<file path="src/rtl/mcctrl_pkg.sv">
// Shared encodings for the multi-cycle RISC-V control unit: FSM states,
// opcodes, ALU operation classes and datapath select codes.
package mcctrl_pkg;

    typedef enum logic [3:0] {
        S_FETCH    = 4'd0,
        S_DECODE   = 4'd1,
        S_MEMADR   = 4'd2,
        S_MEMREAD  = 4'd3,
        S_MEMWB    = 4'd4,
        S_MEMWRITE = 4'd5,
        S_EXECR    = 4'd6,
        S_EXECI    = 4'd7,
        S_ALUWB    = 4'd8,
        S_BEQ      = 4'd9,
        S_JAL      = 4'd10,
        S_TRAP     = 4'd11
    } state_t;

    localparam logic [6:0] OP_LW  = 7'b0000011;
    localparam logic [6:0] OP_SW  = 7'b0100011;
    localparam logic [6:0] OP_R   = 7'b0110011;
    localparam logic [6:0] OP_I   = 7'b0010011;
    localparam logic [6:0] OP_BEQ = 7'b1100011;
    localparam logic [6:0] OP_JAL = 7'b1101111;

    typedef enum logic [1:0] {
        ALUOP_ADD   = 2'b00,
        ALUOP_SUB   = 2'b01,
        ALUOP_FUNCT = 2'b10
    } aluop_t;

    localparam logic [2:0] ALU_ADD = 3'b000;
    localparam logic [2:0] ALU_SUB = 3'b001;
    localparam logic [2:0] ALU_AND = 3'b010;
    localparam logic [2:0] ALU_OR  = 3'b011;
    localparam logic [2:0] ALU_SLT = 3'b101;

    localparam logic [1:0] IMM_I = 2'b00;
    localparam logic [1:0] IMM_S = 2'b01;
    localparam logic [1:0] IMM_B = 2'b10;
    localparam logic [1:0] IMM_J = 2'b11;

    localparam logic [1:0] SRCA_PC    = 2'b00;
    localparam logic [1:0] SRCA_OLDPC = 2'b01;
    localparam logic [1:0] SRCA_A     = 2'b10;

    localparam logic [1:0] SRCB_WD    = 2'b00;
    localparam logic [1:0] SRCB_IMM   = 2'b01;
    localparam logic [1:0] SRCB_FOUR  = 2'b10;

    localparam logic [1:0] RES_ALUOUT    = 2'b00;
    localparam logic [1:0] RES_DATA      = 2'b01;
    localparam logic [1:0] RES_ALURESULT = 2'b10;

    // Immediate format depends only on the opcode, independent of FSM state.
    function automatic logic [1:0] immSrcOf(input logic [6:0] op);
        logic [1:0] imm;
        imm = IMM_I;
        case (op)
            OP_SW:   imm = IMM_S;
            OP_BEQ:  imm = IMM_B;
            OP_JAL:  imm = IMM_J;
            default: imm = IMM_I;
        endcase
        return imm;
    endfunction

endpackage

</file>
<file path="src/rtl/alu_decoder.sv">
// Combinational ALU decoder: maps the FSM's ALUOp class plus the
// instruction's funct fields to a concrete ALUControl code.
module alu_decoder
    import mcctrl_pkg::*;
(
    input  aluop_t      ALUOp,
    input  logic        op5,
    input  logic [2:0]  funct3,
    input  logic        funct7b5,
    output logic [2:0]  ALUControl
);

    // Only R-type (op[5]=1) with bit 30 set subtracts; addi never does.
    always_comb begin
        ALUControl = ALU_ADD;
        case (ALUOp)
            ALUOP_ADD: ALUControl = ALU_ADD;
            ALUOP_SUB: ALUControl = ALU_SUB;
            ALUOP_FUNCT: begin
                case (funct3)
                    3'b000:  ALUControl = (op5 && funct7b5) ? ALU_SUB : ALU_ADD;
                    3'b010:  ALUControl = ALU_SLT;
                    3'b110:  ALUControl = ALU_OR;
                    3'b111:  ALUControl = ALU_AND;
                    default: ALUControl = ALU_ADD;
                endcase
            end
            default: ALUControl = ALU_ADD;
        endcase
    end

endmodule

</file>
<file path="src/rtl/multicycle_controller.sv">
// Moore FSM control unit for the multi-cycle RISC-V datapath.
// Optional performance counters are enabled with the MCCTRL_PERF_EN macro.
module multicycle_controller
    import mcctrl_pkg::*;
#(
    parameter int STATE_W = 4
) (
    input  logic               clk,
    input  logic               reset,
    input  logic [6:0]         op,
    input  logic [2:0]         funct3,
    input  logic               funct7b5,
    input  logic               Zero,
    input  logic               stall,
    output logic               PCWrite,
    output logic               AdrSrc,
    output logic               MemWrite,
    output logic               IRWrite,
    output logic [1:0]         ResultSrc,
    output logic [2:0]         ALUControl,
    output logic [1:0]         ALUSrcA,
    output logic [1:0]         ALUSrcB,
    output logic [1:0]         ImmSrc,
    output logic               RegWrite,
    output logic               illegal_op,
`ifdef MCCTRL_PERF_EN
    output logic [31:0]        cycle_cnt,
    output logic [31:0]        instret_cnt,
`endif
    output logic [STATE_W-1:0] fsm_state
);

    state_t r_state;
    state_t w_next;
    aluop_t w_aluOp;
    logic   r_illegal;
    logic   w_pcWrite;
    logic   w_irWrite;
    logic   w_memWrite;
    logic   w_regWrite;
    logic   w_writeOk;

    always_ff @(posedge clk or posedge reset) begin
        if (reset) begin
            r_state <= S_FETCH;
        end else begin
            r_state <= w_next;
        end
    end

    // A stalled cycle simply re-evaluates the same state next cycle.
    always_comb begin
        w_next = r_state;
        if (!stall) begin
            case (r_state)
                S_FETCH:  w_next = S_DECODE;
                S_DECODE: begin
                    case (op)
                        OP_LW, OP_SW: w_next = S_MEMADR;
                        OP_R:         w_next = S_EXECR;
                        OP_I:         w_next = S_EXECI;
                        OP_BEQ:       w_next = S_BEQ;
                        OP_JAL:       w_next = S_JAL;
                        default:      w_next = S_TRAP;
                    endcase
                end
                S_MEMADR:   w_next = (op == OP_SW) ? S_MEMWRITE : S_MEMREAD;
                S_MEMREAD:  w_next = S_MEMWB;
                S_MEMWB:    w_next = S_FETCH;
                S_MEMWRITE: w_next = S_FETCH;
                S_EXECR:    w_next = S_ALUWB;
                S_EXECI:    w_next = S_ALUWB;
                S_ALUWB:    w_next = S_FETCH;
                S_BEQ:      w_next = S_FETCH;
                S_JAL:      w_next = S_ALUWB;
                S_TRAP:     w_next = S_TRAP;
                default:    w_next = S_TRAP;
            endcase
        end
    end

    always_comb begin
        w_pcWrite  = 1'b0;
        w_irWrite  = 1'b0;
        w_memWrite = 1'b0;
        w_regWrite = 1'b0;
        AdrSrc     = 1'b0;
        ResultSrc  = RES_ALUOUT;
        ALUSrcA    = SRCA_PC;
        ALUSrcB    = SRCB_WD;
        w_aluOp    = ALUOP_ADD;
        case (r_state)
            S_FETCH: begin
                w_irWrite = 1'b1;
                w_pcWrite = 1'b1;
                ALUSrcB   = SRCB_FOUR;
                ResultSrc = RES_ALURESULT;
            end
            S_DECODE: begin
                ALUSrcA = SRCA_OLDPC;
                ALUSrcB = SRCB_IMM;
            end
            S_MEMADR: begin
                ALUSrcA = SRCA_A;
                ALUSrcB = SRCB_IMM;
            end
            S_MEMREAD: begin
                AdrSrc = 1'b1;
            end
            S_MEMWB: begin
                ResultSrc  = RES_DATA;
                w_regWrite = 1'b1;
            end
            S_MEMWRITE: begin
                AdrSrc     = 1'b1;
                w_memWrite = 1'b1;
            end
            S_EXECR: begin
                ALUSrcA = SRCA_A;
                ALUSrcB = SRCB_WD;
                w_aluOp = ALUOP_FUNCT;
            end
            S_EXECI: begin
                ALUSrcA = SRCA_A;
                ALUSrcB = SRCB_IMM;
                w_aluOp = ALUOP_FUNCT;
            end
            S_ALUWB: begin
                w_regWrite = 1'b1;
            end
            S_BEQ: begin
                ALUSrcA   = SRCA_A;
                ALUSrcB   = SRCB_WD;
                w_aluOp   = ALUOP_SUB;
                w_pcWrite = Zero;
            end
            S_JAL: begin
                ALUSrcA   = SRCA_OLDPC;
                ALUSrcB   = SRCB_FOUR;
                w_pcWrite = 1'b1;
            end
            default: begin
            end
        endcase
    end

    // Reset and stall both veto every architectural write, even in FETCH.
    assign w_writeOk = ~reset & ~stall;
    assign PCWrite   = w_pcWrite  & w_writeOk;
    assign IRWrite   = w_irWrite  & w_writeOk;
    assign MemWrite  = w_memWrite & w_writeOk;
    assign RegWrite  = w_regWrite & w_writeOk;

    assign ImmSrc    = immSrcOf(op);
    assign fsm_state = STATE_W'(r_state);

    always_ff @(posedge clk or posedge reset) begin
        if (reset) begin
            r_illegal <= 1'b0;
        end else if (w_next == S_TRAP) begin
            r_illegal <= 1'b1;
        end
    end

    assign illegal_op = r_illegal;

    alu_decoder u_aluDecoder (
        .ALUOp      (w_aluOp),
        .op5        (op[5]),
        .funct3     (funct3),
        .funct7b5   (funct7b5),
        .ALUControl (ALUControl)
    );

`ifdef MCCTRL_PERF_EN
    logic [31:0] r_cycleCnt;
    logic [31:0] r_instretCnt;
    logic        w_retire;

    // An instruction retires when a terminal state hands control back to FETCH.
    assign w_retire = !stall && (w_next == S_FETCH) &&
                      ((r_state == S_MEMWB) || (r_state == S_MEMWRITE) ||
                       (r_state == S_ALUWB) || (r_state == S_BEQ));

    always_ff @(posedge clk or posedge reset) begin
        if (reset) begin
            r_cycleCnt   <= 32'd0;
            r_instretCnt <= 32'd0;
        end else begin
            r_cycleCnt <= r_cycleCnt + 32'd1;
            if (w_retire) begin
                r_instretCnt <= r_instretCnt + 32'd1;
            end
        end
    end

    assign cycle_cnt   = r_cycleCnt;
    assign instret_cnt = r_instretCnt;
`endif

endmodule

</file>
<file path="config.mk">
export PLATFORM = sky130hd
export DESIGN_NAME = multicycle_controller
export DESIGN_NICKNAME = d
export VERILOG_FILES = /design/src/rtl/mcctrl_pkg.sv /design/src/rtl/alu_decoder.sv /design/src/rtl/multicycle_controller.sv
export SDC_FILE = /design/constraint.sdc
export NUM_CORES = 1
export LEC_CHECK = 0
export ABC_AREA = 1
export ABC_CLOCK_PERIOD_IN_PS = 1400
export BUFFER_PORTS_ARGS = -buffer_cell sky130_fd_sc_hd__buf_2
export CAP_MARGIN = 10
export CORE_MARGIN = 3
export CORE_UTILIZATION = 38
export DETAILED_ROUTE_END_ITERATION = 8
export HOLD_SLACK_MARGIN = 0.05
export PLACE_DENSITY = 0.74
export SKIP_LAST_GASP = 1
export SLEW_MARGIN = 20
export SYNTH_ARGS = -nofsm -noshare
export SYNTH_HDL_FRONTEND = slang
export SYNTH_SLANG_ARGS = --single-unit
export TNS_END_PERCENT = 5
</file>
<file path="constraint.sdc">
create_clock -name clk -period 1.4 [get_ports clk]
set_input_delay 0.07 -clock clk [delete_from_list [all_inputs] [get_ports clk]]
set_output_delay 0.07 -clock clk [all_outputs]
set_load 0.005 [all_outputs]
</file>
* Word level (Yosys, flattened, before mapping)
Index checks and enable logic that the tools add are counted.
** Cells by class
- Mux-type cells :: 17
- Equal/unequal tests :: 22
- Bitwise operators :: 7
- Reductions and logical operators :: 13
** Operator list (number)
- 4-bit one-hot mux with 6 select lines :: 1
- 4-bit one-hot mux with 5 select lines :: 1
- 4-bit by 3-bit equality test with 1-bit output, second input constant :: 4
- 4-bit equality test, second input constant :: 4
- 2-bit one-hot mux with 2 select lines :: 4
- 7-bit by 6-bit equality test with 1-bit output, second input constant :: 2
- 7-bit equality test, second input constant :: 2
- 3-bit one-hot mux with 4 select lines :: 1
- 2-bit OR reduction :: 6
- 4-bit by 2-bit equality test with 1-bit output, second input constant :: 2
- 4-bit OR reduction :: 2
- 7-bit by 2-bit equality test with 1-bit output, second input constant :: 1
- 7-bit by 5-bit equality test with 1-bit output, second input constant :: 1
- 3-bit equality test, second input constant :: 2
- 2-bit one-hot mux with 3 select lines :: 1
- 3-bit one-hot mux with 2 select lines :: 1
- 3-bit OR reduction :: 2
- 1-bit AND :: 5
- 1-bit two-way mux :: 5
- 4-bit by 1-bit equality test with 1-bit output, second input constant :: 1
- 4-bit zero test :: 1
- 4-bit two-way mux :: 1
- 3-bit by 2-bit equality test with 1-bit output, second input constant :: 1
- 3-bit zero test :: 1
- 6 further kinds :: 7
** Word-level totals
- Output and inout port bits :: 21
- Bits in registers :: 5
- Bits of input ports :: 15
- Word-level logic and storage cells :: 61

* Depth between registers and ports, before layout
Gate-level depths: netlist of the first run.
- Depth in word-level cells :: 6
- Depth in mapped cells :: 11
- Depth with buffers taken out :: 11

* By module
Synthesis of the first run repeated with hierarchy kept, for this count alone.
** Unflattened totals
- Cell total of the unflattened synthesis :: 120
- Area, all modules :: 653.1 um^2
** Modules (own cells, without submodules)
- multicycle_controller :: area an instance 561.8 um^2, sequential area each 125.1 um^2, instances 1, cells an instance 103
- alu_decoder :: area an instance 91.3 um^2, sequential area each 0.0 um^2, instances 1, cells an instance 17

* Least setup slack after synthesis of the first run
Ideal clock, no wire load.
- Path type :: register -> output
- Start :: register r_state[3] (netlist: fsm_state[3])
- End :: output ALUControl[2]
- Stages on the path, launching flop included :: 7
- Data required time :: 1330 ps
- Setup slack :: -34 ps
- Path buffers :: 0
- Arrival time :: 1364 ps
- Path through :: dfrtp_1 > inv_1 > nand2_1 > nor2_2 > inv_1 > ha_1 > nor4_1
** On the way
- Word-level cells in the longest chain between the ends :: 5
- Elaborated cells between the ends (all ways) :: 8
- Those cells by class :: eq/ne (5); mux (2); reduce/logical (1)
** Ends and longest elaborated chain
- start, declared :: line multicycle_controller.sv:33 : state_t r_state;
- start signal, assigned :: line multicycle_controller.sv:47 : r_state <= w_next;
- 4-bit by 3-bit equality test with 1-bit output :: line multicycle_controller.sv:92 : case (r_state)
- 2-bit OR reduction (no source line)
- 2-bit one-hot mux with 2 select lines (*) :: line multicycle_controller.sv:92
- 2-bit equality test or 2-bit by 1-bit equality test with 1-bit output (tied branches) :: line alu_decoder.sv:16 : case (ALUOp)
- 3-bit one-hot mux with 2 select lines (*) :: line alu_decoder.sv:16
- end, declared :: line multicycle_controller.sv:20 : output logic [2:0] ALUControl,
Every way passes the cells marked *; elsewhere a longest branch is shown, timed or not.

* Final worst setup path of the first run
Ends and elaborated chain as after synthesis.

==> metrics, run 1 <==
drt wl/cell=10.93 um; Compound-Gate Fraction of Synth Area=4.908%; worst rel slew slack=86.26%; crit-path max FO=3; VDD IR-drop max=1.123 mV; Power Density=1752 nW/um2; max cap viols=0; CTS tree=yes; fmax=0.5950 GHz; # DRC=0; Mapped Avg Cell Area=5.367 um2; crit path time final=1.681 ns; Total GRT Usage=19.23%; DP Area=902.1 um2; layout cells sized above 1=41.42%; final cell count without fillers=184; XOR/XNOR share of the synthesized area=0%; # rows=13; register area share after synthesis=20.45%; Post-layout nets=187; Startpoint Class=flip-flop; share of the synthesized area in the top cell type=20.86%; starting DRC count in detailed routing=8; H-tree Lvls=1; gp weighted congestion=0.8526; number of flops mapped to enable cells by yosys=0; largest family of logic cells by synthesized area=simple AND/OR/NAND/NOR gates; maximum clock path buffer count=2; vias per cell=4.690; Syn Std Cell Area=611.8 um2; global-route wire length before repair=3022 um; GR Overflow Total=0; worst-margin pin slew=0.2053 ns; reg2reg setup slack=-0.08 ns; Setup CP Type=flip-flop to output pin; simple-gate portion of the synthesized area=55.21%; ys async rst share=100.0%; source of the worst hold timing path=stall; Syn Inst Count=114; Reg clk slew, reported paths=0.05 ns; period utilization=120.0%; I/O pin count=36; largest area contributor in the netlist=nand2_1; Final Util=73.43%; Synth Flop Type=dfrtp_1; clock skew=0.005935 ns; multiplexer area fraction after synthesis=0%; worst hold path type=input port to flip-flop; Buffers on Ports=35; vias in the first global route=771; number of instances in the placed design=176; Skew-Pair Late Insertion Delay=0.25 ns; Synthesis Warnings=0; Die Footprint=2128 um2; DP Wirelength=1569 um; worst path required time=1.33 ns; Unique masters post-synth=18; crit end category=output pin; top cells by count, synth=34 x nand2_1, 24 x nor2_1, 23 x inv_1, 7 x nand3_1, 5 x dfrtp_1; Worst setup startpoint=fsm_state[3]; adder-cell share of the synthesized area=4.090%; Mapped Nets=131; count leader, synth=nand2_1; leakage power=0.6102 nW; TritonCTS Sinks=5; Synth-to-Final Area Change=67.89%; number of setup violations in the final report=11; RSZ-0062 raised after global routing=yes; Pre-Repair DR Iteration Count=4; pin count of the biggest net entering global routing=7; Final Slew Violations=0; Die Y=46.13 um; hold slack=0.1256 ns; antenna-violating nets left=0; Worst Slack Setup Final=-0.2806 ns; antenna violations before repair=0; Root Buffer=clkbuf_4; diodes inserted=0; Detailed Route WL=2011 um; violated checks=setup timing; R2R Path Start=fsm_state[1]; CTS buffer count=3; Worst Path Arrival=1.61 ns; register bit total from synthesis=5; Core Box Area=1399 um2; largest cells by area after synthesis=nand2_1 21%, dfrtp_1 20%, nor2_1 15%; outcome=finished with violations; Die W=46.13 um; fin area=1027 um2; Initial Utilization=43.74%; final hold violation count=0; via count=863
## stage by stage
| step | TNS [ns] | power [mW] | worst slack [ns] |
|---|---|---|---|
| 3_5_place_dp | -0.1960 | 1.431 | -0.1022 |
| 5_1_grt | -2.913 | 1.956 | -0.4038 |
| 3_3_place_gp | -0.08442 | 1.402 | -0.05673 |
| 6_report | -1.571 | 1.800 | -0.2806 |
| 2_1_floorplan | 0 | 0.8815 | 0.001071 |
| 4_1_cts | -1.077 | 1.676 | -0.2699 |
## per-layer routing
metal	GRT usage [%]	part of all wire [%]
met2	35.99	53
met4	3.409	0.65
met1	22.27	40
met5	0	0
met3	3.906	5.9
## placed cells by master, fill, tap and decap left out, types with 2 or more instances in the layout
master	synthesis	layout
buf_2	0	35
nand2_1	34	31
nor2_1	24	23
inv_1	23	22
buf_4	0	13
nand3_1	7	7
nand2_2	3	5
dfrtp_1	5	5
inv_2	2	3
nor2_4	1	3
nand4_1	3	3
clkbuf_4	0	3
a21oi_1	2	2
ha_4	0	2
buf_6	0	2
## power breakdown
part | switching [mW] | total, mW | internal, mW
Combinational | 0.729 | 1.35 | 0.625
Clock | 0.0646 | 0.173 | 0.108
Sequential | 0.0724 | 0.274 | 0.201
Total | 0.865 | 1.80 | 0.935
## cells by family (layout without fill, tap and decap cells)
family / count (synthesis) / after routing
simple gates: 77 / 77
flops: 5 / 5
buf+inv: 25 / 80
fa+ha+maj: 2 / 2
compound gates: 5 / 5
## critical path: stages (launching register included)
cell and delay, ns:
dfrtp_1 0.43, inv_2 0.09, nand2_2 0.06, nor2_4 0.13
ha_4 0.16, nand2_2 0.05, buf_6 0.12, nor4_4 0.18
buf_2 0.14
## path summary, 6_finish.rpt
path | endpoint | cells after the start
setup / recovery | ALUControl[2] | 8
hold / removal | fsm_state[2] | 3
setup reg to reg | illegal_op | 12
hold reg to reg | illegal_op | 2
max in group asynchronous | illegal_op | 3
min in group asynchronous | fsm_state[0] | 3
## cell type report
cell class	count	area [um2]
clock buffer	4	26.28
sequential	5	125.1
inverter	25	93.84
tap	15	18.77
fill	114	371.6
timing repair buffer	51	305.3
multi-input combinational	84	457.9
## flip-flops by register name (all words and copies together), names as in the netlist
name        flops
fsm_state       4
illegal_op      1
## timing repair
item,CTS,global route
resized for setup,3,10
hold buffers,1,0
pin swaps,2,7
hold endpoints to repair,5,0
buffers inserted,1,2
setup endpoints to repair,8,12
(Power assumes the default switching activity.)
==> run 2, diff against run 1 <==
--- a/config.mk
+++ b/config.mk
@@ -6,14 +6,14 @@
 export NUM_CORES = 1
 export LEC_CHECK = 0
 export ABC_AREA = 1
-export ABC_CLOCK_PERIOD_IN_PS = 1400
+export ABC_CLOCK_PERIOD_IN_PS = 1800
 export BUFFER_PORTS_ARGS = -buffer_cell sky130_fd_sc_hd__buf_2
 export CAP_MARGIN = 10
-export CORE_MARGIN = 3
-export CORE_UTILIZATION = 38
+export CORE_MARGIN = 2
+export CORE_UTILIZATION = 42
 export DETAILED_ROUTE_END_ITERATION = 8
 export HOLD_SLACK_MARGIN = 0.05
-export PLACE_DENSITY = 0.74
+export PLACE_DENSITY = 0.78
 export SKIP_LAST_GASP = 1
 export SLEW_MARGIN = 20
 export SYNTH_ARGS = -nofsm -noshare
==> constraint.sdc (replaced) <==
create_clock -name clk -period 1.8 [get_ports clk]
set_input_delay 0.09 -clock clk [delete_from_list [all_inputs] [get_ports clk]]
set_output_delay 0.09 -clock clk [all_outputs]
set_load 0.005 [all_outputs]
==> metrics, run 2 (synthesis gave the netlist of run 1 again) <==
sw frac=48.27% (was 48.08%); slowest cell delay on critical path=0.42 ns (was 0.43 ns); clock skew=0.002277 ns (was 0.005935 ns); overall power=1.269 mW (was 1.800 mW); # rows=13 (unchanged); worst path required time=1.71 ns (was 1.33 ns); period utilization=96.62%; TritonCTS Sinks=5 (unchanged); worst-margin pin slew=0.1991 ns (was 0.2053 ns); crit path time final=1.739 ns; commonest non-fill, non-tap cell in the layout=buf_2 (unchanged); Largest register FFs=4 (unchanged); Core Box Area=1334 um2 (was 1399 um2); CTS buffer count=3 (unchanged); diodes inserted=0 (unchanged); R2R cell count=10 (was 12); sequential share of power=17.0% (was 15.2%); layout cells sized above 1=39.39% (was 41.42%); GR Overflow Total=0 (unchanged); via count=833 (was 863); outcome=completed (was finished with violations); max cap viols=0 (unchanged); maximum clock path buffer count=2 (unchanged); NetSw=0.6126 mW (was 0.8655 mW); antenna violations before repair=0 (unchanged); DP Wirelength=1257 um (was 1569 um); cells along the critical path=inv_4 -> buf_4 -> nor2_4 -> inv_1 -> ha_1 -> nor4_1 -> buf_2 (was inv_2 -> nand2_2 -> nor2_4 -> ha_4 -> nand2_2 -> buf_6 -> nor4_4 -> buf_2); Die Footprint=1778 um2 (was 2128 um2); vias in the first global route=699 (was 771); worst hold path type=input port to flip-flop (unchanged); Worst Path Arrival=1.65 ns (was 1.61 ns); number of setup violations in the final report=0 (was 11); global-route wire length before repair=2746 um (was 3022 um); Detailed Route WL=1686 um (was 2011 um); Setup CP Type=flip-flop to output pin (unchanged); VDD IR-drop max=0.8292 mV (was 1.123 mV); Synth-to-Final Area Change=55.42% (was 67.89%); Initial Utilization=45.87% (was 43.74%); crit end category=output pin (unchanged); starting DRC count in detailed routing=9 (was 8); Power Density=1335 nW/um2 (was 1752 nW/um2); total negative slack=0 ns (was -1.571 ns); Skew-Pair Late Insertion Delay=0.24 ns (was 0.25 ns); leakage power=0.5826 nW (was 0.6102 nW); vias per cell=4.628 (was 4.690); drt wl/cell=9.367 um (was 10.93 um); most frequent cells in the layout=35 x buf_2, 31 x nand2_1, 23 x nor2_1, 22 x inv_1, 11 x buf_4 (was 35 x buf_2, 31 x nand2_1, 23 x nor2_1, 22 x inv_1, 13 x buf_4); hold depth=3 (unchanged); Buffers on Ports=35 (unchanged); CP max-delay cell=dfrtp_2 (was dfrtp_1); I/O pin count=36 (unchanged); fmax=0.5750 GHz; clock power share=10.1% (was 9.6%); Pre-Repair DR Iteration Count=4 (unchanged); final hold violation count=0 (unchanged); combinational share of power=72.9% (was 75.2%); hold slack=0.1571 ns (was 0.1256 ns); Root Buffer=clkbuf_4 (unchanged); Final Slew Violations=0 (unchanged); Post-layout nets=183 (was 187); Total GRT Usage=19.24% (was 19.23%); worst rel slew slack=86.60% (was 86.26%); Reg clk slew, reported paths=0.04 ns (was 0.05 ns); # DRC=0 (unchanged); crit-path max FO=5 (was 3); pin count of the biggest net entering global routing=8 (was 7); CTS tree=yes (unchanged); Startpoint Class=flip-flop (unchanged); antenna-violating nets left=0 (unchanged); Die Y=42.17 um (was 46.13 um); internal power=0.6564 mW (was 0.9347 mW); gp weighted congestion=0.8525 (was 0.8526); H-tree Lvls=1 (unchanged); Die W=42.17 um (was 46.13 um)
[run 2: layout make-up]
type                            instances  area, um2
Clock buffer                            4      26.28
Fill cell                             123      382.9
Inverter                               25      96.34
Multi-Input combinational cell         84      415.4
Sequential cell                         5      126.4
Tap cell                               15      18.77
Timing Repair Buffer                   47      267.8
[run 2: metrics by stage]
stage / setup slack, ns / util, % / instances / cell area (um2)
floorplan: 0.3457 / - / 114 / 611.8
global placement: 0.1583 / 60.98 / 165 / 813.3
detailed placement: 0.1468 / 60.98 / 165 / 813.3
CTS: -0.01648 / 65.67 / 172 / 875.8
global route: -0.03338 / 71.29 / 180 / 950.9
finish: 0.06090 / 71.29 / 180 / 950.9
[run 2: path summary, 6_finish.rpt]
check	slack, ns	start	to
worst min-delay path	0.16	stall	fsm_state[2]
worst max register to register	0.36	fsm_state[2]	illegal_op
worst max-delay path	0.06	fsm_state[1]	ALUControl[2]
min in group asynchronous	0.29	reset	illegal_op
max in group asynchronous	1.32	reset	fsm_state[1]
worst min register to register	0.46	illegal_op	illegal_op
[run 2: metal layers]
layer,up-vias,GRT usage (%),share of wire (%)
met5,-,0,0
met4,0,5.625,0
met3,0,4.310,6.8
met2,28,34.15,51
met1,356,22.83,43
li1,449,-,-
[run 2: what timing repair did]
item,in CTS,in global routing
hold endpoints to repair,5,0
endpoints found under the setup margin,2,2
pin swaps,1,3
hold buffers,1,0
buffers inserted,2,8
resized for setup,5,5
[run 2: critical path: cells and delay by family (launching register included)]
family	cells	cell delay [ns]
buf+inv	4	0.42
flops	1	0.42
fa+ha+maj	1	0.29
simple gates	2	0.28
[run 2: power by group through the flow]
stage                     logic [mW]  registers (mW)  clock network, mW
final                          0.925           0.216              0.129
after global routing            1.04           0.221              0.145
after CTS                      0.772           0.213              0.135
after detailed placement       0.719           0.212                  0
after global placement         0.714           0.210                  0
after floorplan                0.458           0.222                  0
